$ cat config.mk
export PLATFORM = sky130hd
export DESIGN_NAME = lsu_ctrl
export DESIGN_NICKNAME = d
export VERILOG_FILES = /design/src/rtl/lsu_ctrl_pkg.sv /design/src/rtl/lsu_extend.sv /design/src/rtl/lsu_ctrl.sv
export SDC_FILE = /design/constraint.sdc
export NUM_CORES = 1
export LEC_CHECK = 0
export ABC_AREA = 1
export BUFFER_PORTS_ARGS = -buffer_cell sky130_fd_sc_hd__buf_2
export CORE_AREA = 5 5 191 193
export CTS_CLUSTER_SIZE = 12
export DETAILED_ROUTE_END_ITERATION = 10
export DIE_AREA = 0 0 196 198
export PLACE_DENSITY = 0.38
export SKIP_LAST_GASP = 1
export SYNTH_ARGS = -nofsm -noshare
export SYNTH_HDL_FRONTEND = slang
export SYNTH_HIERARCHICAL = 1
export SYNTH_SLANG_ARGS = --single-unit
$ cat constraint.sdc
create_clock -name clk -period 4.45 [get_ports clk]
set_clock_uncertainty 0.1 [all_clocks]
set_input_delay 0.89 -clock clk [delete_from_list [all_inputs] [get_ports clk]]
set_output_delay 0.89 -clock clk [all_outputs]
set_load 0.03 [all_outputs]
$ cat src/rtl/lsu_ctrl_pkg.sv
// Shared CPU package: load/store type codes, LSU state encoding and default data width.
// Used by lsu_ctrl, lsu_extend, the data memory and the decoder.
package lsu_ctrl_pkg;

    localparam int LSU_XLEN = 32;

    localparam logic [2:0] LD_LB  = 3'b000;
    localparam logic [2:0] LD_LH  = 3'b001;
    localparam logic [2:0] LD_LW  = 3'b010;
    localparam logic [2:0] LD_LBU = 3'b100;
    localparam logic [2:0] LD_LHU = 3'b101;

    localparam logic [1:0] ST_SB  = 2'b00;
    localparam logic [1:0] ST_SH  = 2'b01;
    localparam logic [1:0] ST_SW  = 2'b10;
    localparam logic [1:0] ST_BAD = 2'b11;

    typedef enum logic [1:0] {
        IDLE   = 2'b00,
        ACCESS = 2'b01,
        SPLIT  = 2'b10,
        RESP   = 2'b11
    } lsu_state_e;

    // Any load code outside the five defined ones behaves as a full-word load.
    function automatic logic [2:0] norm_load_type(input logic [2:0] lt);
        case (lt)
            LD_LB, LD_LH, LD_LW, LD_LBU, LD_LHU: return lt;
            default:                             return LD_LW;
        endcase
    endfunction

endpackage

$ cat src/rtl/lsu_extend.sv
// Combinational sign/zero extension of a raw little-endian memory word by load type.
module lsu_extend
    import lsu_ctrl_pkg::*;
#(
    parameter int XLEN = LSU_XLEN
) (
    input  logic [XLEN-1:0] raw,
    input  logic [2:0]      load_type,
    output logic [XLEN-1:0] data
);

    always_comb begin
        data = raw;
        case (load_type)
            LD_LB:   data = {{(XLEN-8){raw[7]}}, raw[7:0]};
            LD_LBU:  data = {{(XLEN-8){1'b0}}, raw[7:0]};
            LD_LH:   data = {{(XLEN-16){raw[15]}}, raw[15:0]};
            LD_LHU:  data = {{(XLEN-16){1'b0}}, raw[15:0]};
            default: data = raw;
        endcase
    end

endmodule

$ cat src/rtl/lsu_ctrl.sv
// Load/store unit controller: one request at a time, single-cycle memory access, one-cycle response.
// Define LSU_MISALIGN_SPLIT_EN to split misaligned half/word accesses into byte accesses; otherwise they fault.
module lsu_ctrl
    import lsu_ctrl_pkg::*;
#(
    parameter int ADDR_W = 8,
    parameter int XLEN   = LSU_XLEN
) (
    input  logic              clk,
    input  logic              rst_n,
    input  logic              req_valid_i,
    output logic              req_ready_o,
    input  logic              req_we_i,
    input  logic [ADDR_W-1:0] req_addr_i,
    input  logic [XLEN-1:0]   req_wdata_i,
    input  logic [2:0]        req_load_type_i,
    input  logic [1:0]        req_store_type_i,
    output logic              resp_valid_o,
    output logic [XLEN-1:0]   resp_rdata_o,
    output logic              resp_err_o,
    output logic              mem_rd_en_o,
    output logic              mem_wr_en_o,
    output logic [ADDR_W-1:0] mem_addr_o,
    output logic [XLEN-1:0]   mem_wr_data_o,
    output logic [2:0]        mem_load_type_o,
    output logic [1:0]        mem_store_type_o,
    input  logic [XLEN-1:0]   mem_rd_data_i,
    output lsu_state_e        dbg_state_o
);

    // Handshake: a request transfers on the rising edge where req_valid_i && req_ready_o;
    // the response is a single-cycle resp_valid_o pulse with no back-pressure.
    lsu_state_e        state;
    logic              we_q;
    logic              err_q;
    logic [ADDR_W-1:0] addr_q;
    logic [XLEN-1:0]   wdata_q;
    logic [XLEN-1:0]   asm_q;
    logic [XLEN-1:0]   asm_next;
    logic [XLEN-1:0]   ext_raw;
    logic [XLEN-1:0]   ext_data;
    logic [2:0]        ltype_q;
    logic [1:0]        cnt_q;
    logic [1:0]        last_q;
    logic [1:0]        nxt_cnt;
    logic [2:0]        req_lt;
    logic              req_bad_st;
    logic              req_mis;
    logic [1:0]        req_last;
    logic              finish;

    assign req_ready_o = rst_n && (state == IDLE);
    assign dbg_state_o = state;
    assign nxt_cnt     = cnt_q + 2'd1;
    assign finish      = (state == ACCESS) || (cnt_q == last_q);

    always_comb begin
        req_lt     = norm_load_type(req_load_type_i);
        req_bad_st = req_we_i && (req_store_type_i == ST_BAD);
        req_mis    = 1'b0;
        req_last   = 2'd0;
        if (req_we_i) begin
            if (req_store_type_i == ST_SH) begin
                req_mis  = req_addr_i[0];
                req_last = 2'd1;
            end else if (req_store_type_i == ST_SW) begin
                req_mis  = |req_addr_i[1:0];
                req_last = 2'd3;
            end
        end else begin
            if (req_lt == LD_LH || req_lt == LD_LHU) begin
                req_mis  = req_addr_i[0];
                req_last = 2'd1;
            end else if (req_lt == LD_LW) begin
                req_mis  = |req_addr_i[1:0];
                req_last = 2'd3;
            end
        end
    end

    // Split reads land in byte lane cnt_q; the final byte is merged combinationally before extension.
    always_comb begin
        asm_next = asm_q;
        asm_next[8*cnt_q +: 8] = mem_rd_data_i[7:0];
        ext_raw = (state == SPLIT) ? asm_next : mem_rd_data_i;
    end

    lsu_extend #(.XLEN(XLEN)) u_extend (
        .raw       (ext_raw),
        .load_type (ltype_q),
        .data      (ext_data)
    );

    always_ff @(posedge clk or negedge rst_n) begin
        if (!rst_n) begin
            state            <= IDLE;
            we_q             <= 1'b0;
            err_q            <= 1'b0;
            addr_q           <= '0;
            wdata_q          <= '0;
            asm_q            <= '0;
            ltype_q          <= '0;
            cnt_q            <= '0;
            last_q           <= '0;
            resp_valid_o     <= 1'b0;
            resp_rdata_o     <= '0;
            resp_err_o       <= 1'b0;
            mem_rd_en_o      <= 1'b0;
            mem_wr_en_o      <= 1'b0;
            mem_addr_o       <= '0;
            mem_wr_data_o    <= '0;
            mem_load_type_o  <= '0;
            mem_store_type_o <= '0;
        end else begin
            case (state)
                IDLE: begin
                    if (req_valid_i) begin
                        we_q    <= req_we_i;
                        addr_q  <= req_addr_i;
                        wdata_q <= req_wdata_i;
                        ltype_q <= req_lt;
                        cnt_q   <= 2'd0;
                        last_q  <= req_last;
                        asm_q   <= '0;
                        err_q   <= 1'b0;
                        state   <= ACCESS;
                        if (req_bad_st) begin
                            err_q <= 1'b1;
                        end else if (req_mis) begin
`ifdef LSU_MISALIGN_SPLIT_EN
                            state            <= SPLIT;
                            mem_rd_en_o      <= !req_we_i;
                            mem_wr_en_o      <= req_we_i;
                            mem_addr_o       <= req_addr_i;
                            mem_wr_data_o    <= req_we_i ? XLEN'(req_wdata_i[7:0]) : '0;
                            mem_load_type_o  <= req_we_i ? LD_LB : LD_LBU;
                            mem_store_type_o <= ST_SB;
`else
                            err_q <= 1'b1;
`endif
                        end else begin
                            mem_rd_en_o      <= !req_we_i;
                            mem_wr_en_o      <= req_we_i;
                            mem_addr_o       <= req_addr_i;
                            mem_wr_data_o    <= req_we_i ? req_wdata_i : '0;
                            mem_load_type_o  <= req_we_i ? LD_LB : req_lt;
                            mem_store_type_o <= req_we_i ? req_store_type_i : ST_SB;
                        end
                    end
                end
                ACCESS, SPLIT: begin
                    if (finish) begin
                        mem_rd_en_o      <= 1'b0;
                        mem_wr_en_o      <= 1'b0;
                        mem_addr_o       <= '0;
                        mem_wr_data_o    <= '0;
                        mem_load_type_o  <= '0;
                        mem_store_type_o <= '0;
                        resp_valid_o     <= 1'b1;
                        resp_err_o       <= err_q;
                        resp_rdata_o     <= (we_q || err_q) ? '0 : ext_data;
                        state            <= RESP;
                    end else begin
                        cnt_q         <= nxt_cnt;
                        asm_q         <= asm_next;
                        mem_addr_o    <= addr_q + ADDR_W'(nxt_cnt);
                        mem_wr_data_o <= we_q ? XLEN'(wdata_q[8*nxt_cnt +: 8]) : '0;
                    end
                end
                RESP: begin
                    resp_valid_o <= 1'b0;
                    resp_rdata_o <= '0;
                    resp_err_o   <= 1'b0;
                    state        <= IDLE;
                end
                default: state <= IDLE;
            endcase
        end
    end

endmodule

==> metrics.md, run 1 <==
| Metric | Value |
|---|---|
| Outcome | `finished clean` |
| GPL Wtd Cong | `between 0.7 and 0.8` |
| # hold bufs at CTS | `0` |
| Sw frac | `0.497` |
| Top cells by count, synth | `nand2_1 (330), dfrtp_1 (164), nand3_1 (136), inv_1 (93), o21ai_0 (76)` |
| Power share of the clock group | `0.214` |
| Area growth syn-to-layout | `19.5%` |
| Die Span Y | `approximately 200 um` |
| RSZ-0062 raised after global routing | `no` |
| Post-Syn Area | `roughly 8500 um2` |
| Crit path top cell by count | `nand2_2` |
| Initial Util | `0.247` |
| GRT Overall Usage | `0.154` |
| Antenna violations before repair | `2` |
| Cells along the critical path | `inv_1 -> ha_1 -> nand2_2 -> buf_4 -> nand2_2 -> nand2_2 -> nand2_1 -> o21ai_0` |
| Ys flop type | `dfrtp_1` |
| DP Worst Slack | `~1.2 ns` |
| Clock Latency Late Sink | `around 0.44 ns` |
| Core area | `around 34000 um2` |
| Share of layout cells above drive strength 1 | `0.208` |
| Htree depth | `4` |
| CTS root buf | `clkbuf_16` |
| # DRC | `0` |
| Congestion Overflow GR | `0` |
| DIE WIDTH | `196 um` |
| Largest net degree at the start of global routing | `56` |
| Count of cell types in the netlist | `31` |
| Global-route wire length before repair | `47100 um` |
| Register share of total power | `0.311` |
| Final HPWL DP | `approximately 21000 um` |
| Worst path slowest cell | `nand2_2` |
| Setup TNS | `0 ns` |
| Inserted Clock Buffers | `17` |
| Syn Inst Count | `around 1100` |
| Hold Slack | `~0.17 ns` |
| Seq/Total Area, Yosys | `0.484` |
| Final period utilization | `0.706` |
| Syn Nets | `about 1200` |
| Layout Nets | `1292` |
| Vias | `about 7600` |
| Vias in the first global route | `a little under 8000` |
| Total Wirelength | `29800 um` |
| Comb power frac | `0.476` |
| Count leader, synth | `nand2_1` |
| Warnings from Yosys | `6` |
| Clock Path Buffers | `2` |
| Worst VDD drop | `~0.3 mV` |
| Post-route ant nets | `0` |
| Final WS setup | `between 1 and 1.5 ns` |
| Synth top area share | `0.484` |
| Slew Limit Fails | `0` |
| Fin. Hold Viols | `0` |
| #FFs+latches synth | `164` |
| Post-CTS resize count | `0` |
| Hold WC Path Type | `in -> async` |
| Setup bufs post-CTS | `0` |
| Final core utilization | `0.295` |
| Crit-path max FO | `between 40 and 50` |
| Crit path DAT | `3.39 ns` |
| Startpoint types | `flop` |
| EDFF count, synth | `0` |
| CTS tree | `built` |
| Leakage power | `~5.3 nW` |
| Sink Count | `between 150 and 200` |
| Final setup vio count | `0` |
| CP peak stage delay | `0.64 ns` |
| Die area | `38800 um2` |
| Ys async rst share | `1.00` |
| Cell Rows | `between 60 and 70` |
| Cell taking the most area after synthesis | `dfrtp_1` |
| Wirelength per Cell | `~18 um` |
| DR pass1 iterations | `5` |
| Reg clk slew, reported paths | `0.07 ns` |
| Total net switching power | `0.00356 W` |
| Port Buffer Count | `164` |
| Worst-Margin Slew | `slightly above 1 ns` |
| DRT iter0 DRCs | `approximately 440` |
| Diodes inserted | `0` |
| Internal Pwr Total | `0.00360 W` |
| Relative slew slack | `0.322` |
| Synth top area cells | `dfrtp_1 (48%), nand2_1 (15%), nand3_1 (8.0%)` |
| Crit. End Element | `flop` |
| Critical Path RT | `roughly 4.7 ns` |
| FMAX | `318 MHz` |
| Crit path time final | `3.14 ns` |
| DR vias/cell | `4.59` |
| IO Count | `between 150 and 200` |
| PwrDens | `~710 nW/um2` |
| Max-cap check violation count | `0` |
| Synthesized area per cell | `a little under 8 um2` |
| WS Path Type | `reg -> reg` |
==> final cells by class <==
cell class | count | area (um2)
multi-input cells | 741 | 3590
repair buffers | 174 | 902
clock buffers | 18 | 439
fillers | 3859 | 24200
well taps | 455 | 569
inverters | 97 | 369
flip-flops and latches | 164 | 4100
clock inverters | 13 | 148
==> placed cells by master, fill, tap and decap left out, types with 19 or more instances in the layout <==
| cell type | n |
|---|---|
| o21ai_0 | 76 |
| nor2_1 | 51 |
| o22ai_1 | 19 |
| buf_2 | 163 |
| inv_1 | 93 |
| dfrtp_1 | 164 |
| a21oi_1 | 34 |
| nand3_1 | 136 |
| o21ai_2 | 19 |
| nand2_1 | 329 |
==> metrics by stage <==
| stage | total power, W | cells | area, um2 |
|---|---|---|---|
| 2_1_floorplan | 0.00473 | 1072 | 8470 |
| 3_3_place_gp | 0.00576 | 1631 | 9540 |
| 3_5_place_dp | 0.00574 | 1631 | 9540 |
| 4_1_cts | 0.00731 | 1662 | 10100 |
| 5_1_grt | 0.00777 | 1662 | 10100 |
| 6_report | 0.00716 | 1662 | 10100 |
==> metal layers <==
layer	share of wire	global-route usage	routed length, um
met3	0.041	0.0316	1230
met5	0.00070	0	21
met4	0.012	0.0347	354
met1	0.49	0.217	14600
met2	0.46	0.247	13600
==> worst paths after layout <==
kind	from	to	slack, ns	cells past startpoint
setup reg to reg	dbg_state_o[0]$_DFFE_PN0P_	asm_q[31]$_DFFE_PN0P_	1.31	8
max in group asynchronous	rst_n	resp_rdata_o[30]$_DFFE_PN0P_	3.07	2
hold reg to reg	resp_rdata_o[22]$_DFFE_PN0P_	resp_rdata_o[22]$_DFFE_PN0P_	0.37	2
setup / recovery	dbg_state_o[0]$_DFFE_PN0P_	asm_q[31]$_DFFE_PN0P_	1.31	8
min in group clk	resp_rdata_o[22]$_DFFE_PN0P_	resp_rdata_o[22]$_DFFE_PN0P_	0.37	2
hold / removal	rst_n	resp_rdata_o[2]$_DFFE_PN0P_	0.17	1
==> state kept, by name, indices dropped and copies added (netlist names), 2 cells and up <==
register and cells:
asm_q 32, ltype_q 3, addr_q 8, dbg_state_o 2, mem_addr_o 8, last_q 2
cnt_q 2, mem_store_type_o 2, mem_wr_data_o 32, mem_load_type_o 3, resp_rdata_o 32, wdata_q 32
==> cell families (layout without fill, tap and decap cells) <==
kind of cell,Yosys count,in the layout,share of synthesized area
simple gates,546,546,0.274
compound gates,176,176,0.120
buf+inv,167,302,0.0933
flops,164,164,0.484
fa+ha+maj,16,16,0.0245
xor+xnor,3,3,0.00310
==> worst max-delay path: cells and delay by family (launching register included) <==
kind | cells | cell delay, ns
DFF | 1 | 0.45
buffers and inverters | 2 | 0.53
and+or+nand+nor | 4 | 1.22
adders and majority gates | 1 | 0.54
AOI/OAI and AO/OA | 1 | 0.12
==> power by group through the flow <==
stage	sequential [W]	clock (W)	combinational (W)
floorplan	0.00247	0	0.00225
global placement	0.00226	0	0.00350
detailed placement	0.00225	0	0.00348
CTS	0.00223	0.00158	0.00350
global route	0.00228	0.00164	0.00385
finish	0.00222	0.00153	0.00340
No activity file was read; power rests on OpenSTA's default activity.
==> run 2: changes to the inputs <==
Settings changed: ABC_AREA 1 to 0, CORE_AREA 5 5 191 193 to 5 5 185 187, DIE_AREA 0 0 196 198 to 0 0 190 192, PLACE_DENSITY 0.38 to 0.4.
Clock period 4.45 ns to 2.7 ns, I/O delays scaled along.
==> run 2 against run 1 <==
First-iteration DRC count fell by 25%. Maximum frequency rose by 26%. Clock power rose by 72%. Critical path type unchanged. Critical endpoint is now resp_rdata_o[8]$_DFFE_PN0P_. Largest power group unchanged.
==> metrics.md, run 2 <==
| Metric | Value |
|---|---|
| Synth top area cells | `dfrtp_1 (51%), a22o_1 (11%), mux2_2 (5.8%)` |
| Post-Syn Area | `between 7000 and 8000 um2` |
| Vias | `~6000` |
| Core area | `between 30000 and 40000 um2` |
| Final HPWL DP | `roughly 19000 um` |
| DIE WIDTH | `roughly 190 um` |
| GPL Wtd Cong | `~0.76` |
| Power share of the clock group | `0.207` |
| Worst-Margin Slew | `0.786 ns` |
| R2R cell count | `9` |
| DP Worst Slack | `approximately 0.077 ns` |
| Post-CTS resize count | `0` |
| Slew Limit Fails | `0` |
| Count of cell types in the netlist | `61` |
| DR pass1 iterations | `4` |
| Final cell count without fillers | `between 1000 and 1500` |
| Total net switching power | `approximately 0.0056 W` |
| Die Span Y | `between 150 and 200 um` |
| Hold WC Path Type | `in -> async` |
| Clock Latency Late Sink | `~0.44 ns` |
| Crit path DAT | `between 2 and 3 ns` |
| Reg clk slew, reported paths | `around 0.07 ns` |
| Max-cap check violation count | `0` |
| Register share of total power | `0.297` |
| Synthesized area per cell | `approximately 12 um2` |
| Outcome | `finished clean` |
| Comb power frac | `0.496` |
| Hold Slack | `slightly below 0.1 ns` |
| Post-route ant nets | `0` |
| Crit Reg-Reg Startpoint | `cnt_q[1]$_DFFE_PN0P_` |
| Leakage power | `between 4 and 5 nW` |
| Highest-count cells in the layout ignoring fill and taps | `dfrtp_1 (164), buf_2 (163), a22o_1 (103)` |
| Synth top area share | `0.515` |
| Seq/Total Area, Yosys | `0.515` |
| Port Buffer Count | `164` |
| RSZ-0062 raised after global routing | `no` |
| Sink Count | `between 150 and 200` |
| # DRC | `0` |
| DR vias/cell | `4.63` |
| Crit. End Element | `flop` |
| Global-route wire length before repair | `~40000 um` |
| CTS tree | `built` |
| Htree depth | `4` |
| CTS root buf | `clkbuf_16` |
| Area growth syn-to-layout | `24.9%` |
| Syn Nets | `788` |
| Setup bufs post-CTS | `0` |
| Largest net degree at the start of global routing | `around 120` |
| Share of layout cells above drive strength 1 | `0.351` |
| Total Wirelength | `approximately 26000 um` |
| # hold bufs at CTS | `0` |
| Crit-path max FO | `8` |
| Setup TNS | `0 ns` |
| GRT Overall Usage | `0.143` |
| Die area | `around 36000 um2` |
| Crit path time final | `2.50 ns` |
| Ys flop type | `dfrtp_1` |
| Internal Pwr Total | `just over 0.007 W` |
| Commonest non-fill, non-tap cell in the layout | `dfrtp_1` |
| Final setup vio count | `0` |
| Fin. Hold Viols | `0` |
| Reg2Reg Capture Point | `resp_rdata_o[8]$_DFFE_PN0P_` |
| Warnings from Yosys | `6` |
| Relative slew slack | `0.474` |
| Syn Inst Count | `691` |
| Layout Nets | `947` |
| Cell taking the most area after synthesis | `dfrtp_1` |
| Wirelength per Cell | `approximately 20 um` |
| Vias in the first global route | `6387` |
| Cell Rows | `66` |
| Post-placement cell count | `roughly 1300` |
| IO Count | `around 170` |
| Ys async rst share | `1.00` |
| Count leader, synth | `dfrtp_1` |
| Final WS setup | `~0.20 ns` |
| Congestion Overflow GR | `0` |
| DRT iter0 DRCs | `between 300 and 400` |
| Top cells by count, synth | `dfrtp_1 (164), a22o_1 (103), nand2_1 (51), o21ai_0 (48), mux2_2 (41)` |
| #FFs+latches synth | `164` |
| Clock Path Buffers | `2` |
| Startpoint types | `flop` |
| Final period utilization | `0.925` |
| PwrDens | `between 1000 and 1500 nW/um2` |
| Initial Util | `0.247` |
| FMAX | `between 400 and 500 MHz` |
| Antenna violations before repair | `7` |
| Reg2reg setup slack | `a little over 0.2 ns` |
| EDFF count, synth | `0` |
| Critical Path RT | `about 3.0 ns` |
| WS Path Type | `reg -> reg` |
| Inserted Clock Buffers | `17` |
| Worst VDD drop | `between 0.5 and 0.6 mV` |
| Sw frac | `0.441` |
run 2: kinds of logic after synthesis:
| kind of cell | after synthesis | share of synthesized area |
|---|---|---|
| AOI/OAI and AO/OA | 253 | 0.236 |
| xor gates and xnor gates | 6 | 0.00848 |
| adders and majority gates | 16 | 0.0261 |
| buffers and inverters | 92 | 0.0581 |
| DFF | 164 | 0.515 |
| muxes | 52 | 0.0853 |
| and+or+nand+nor | 108 | 0.0708 |
run 2: layer usage:
layer  share of wire  global-route usage  wire [um]  up-vias
li1                -                   -          -     2871
met1            0.45               0.189      11600     2970
met2            0.46               0.228      12000      168
met3           0.076              0.0502       1950       25
met4          0.0077              0.0309        198       12
met5          0.0027                   0         69        -
run 2: critical path, stage by stage, from the launching register on:
cell and delay [ns]:
dfrtp_1 0.38, inv_1 0.09, ha_1 0.24, inv_1 0.23
nand4_1 0.21, nand2_1 0.15, a22o_1 0.24, or4b_4 0.57
nand2_1 0.09, a22o_1 0.12
run 2: cell type report:
class                   instances  area (um2)
multi-input cells             435        3410
fillers                      3387       22300
inverters                      32         120
clock buffers                  17         425
clock inverters                15         191
diodes                          1        2.50
flip-flops and latches        164        4100
repair buffers                200        1150
well taps                     442         553
run 2: how the worst max path moves through the flow:
stage | cells past startpoint | slack, ns | start | end
after floorplan | 11 | 0.03 | cnt_q[0]$_DFFE_PN0P_ | resp_rdata_o[12]$_DFFE_PN0P_
after global placement | 8 | 0.11 | req_store_type_i[1] | mem_wr_data_o[12]$_DFFE_PN0P_
after detailed placement | 8 | 0.08 | req_store_type_i[1] | mem_wr_data_o[1]$_DFFE_PN0P_
after CTS | 9 | 0.19 | cnt_q[1]$_DFFE_PN0P_ | resp_rdata_o[12]$_DFFE_PN0P_
after global routing | 9 | 0.02 | cnt_q[1]$_DFFE_PN0P_ | resp_rdata_o[14]$_DFFE_PN0P_
final | 9 | 0.20 | cnt_q[1]$_DFFE_PN0P_ | resp_rdata_o[8]$_DFFE_PN0P_
run 2: power groups by stage:
stage / logic, W / clock network (W) / registers, W
6_report: 0.00630 / 0.00263 / 0.00377
5_1_grt: 0.00690 / 0.00282 / 0.00389
4_1_cts: 0.00643 / 0.00271 / 0.00378
3_5_place_dp: 0.00642 / 0 / 0.00382
3_3_place_gp: 0.00642 / 0 / 0.00382
2_1_floorplan: 0.00371 / 0 / 0.00439
run 2: through the flow:
stage | power, W | instance area [um2] | utilization
global route | 0.0136 | 9950 | 0.308
CTS | 0.0129 | 9950 | 0.308
detailed placement | 0.0102 | 9340 | 0.289
finish | 0.0127 | 9960 | 0.308
floorplan | 0.00810 | 7970 | -
global placement | 0.0102 | 9340 | 0.289
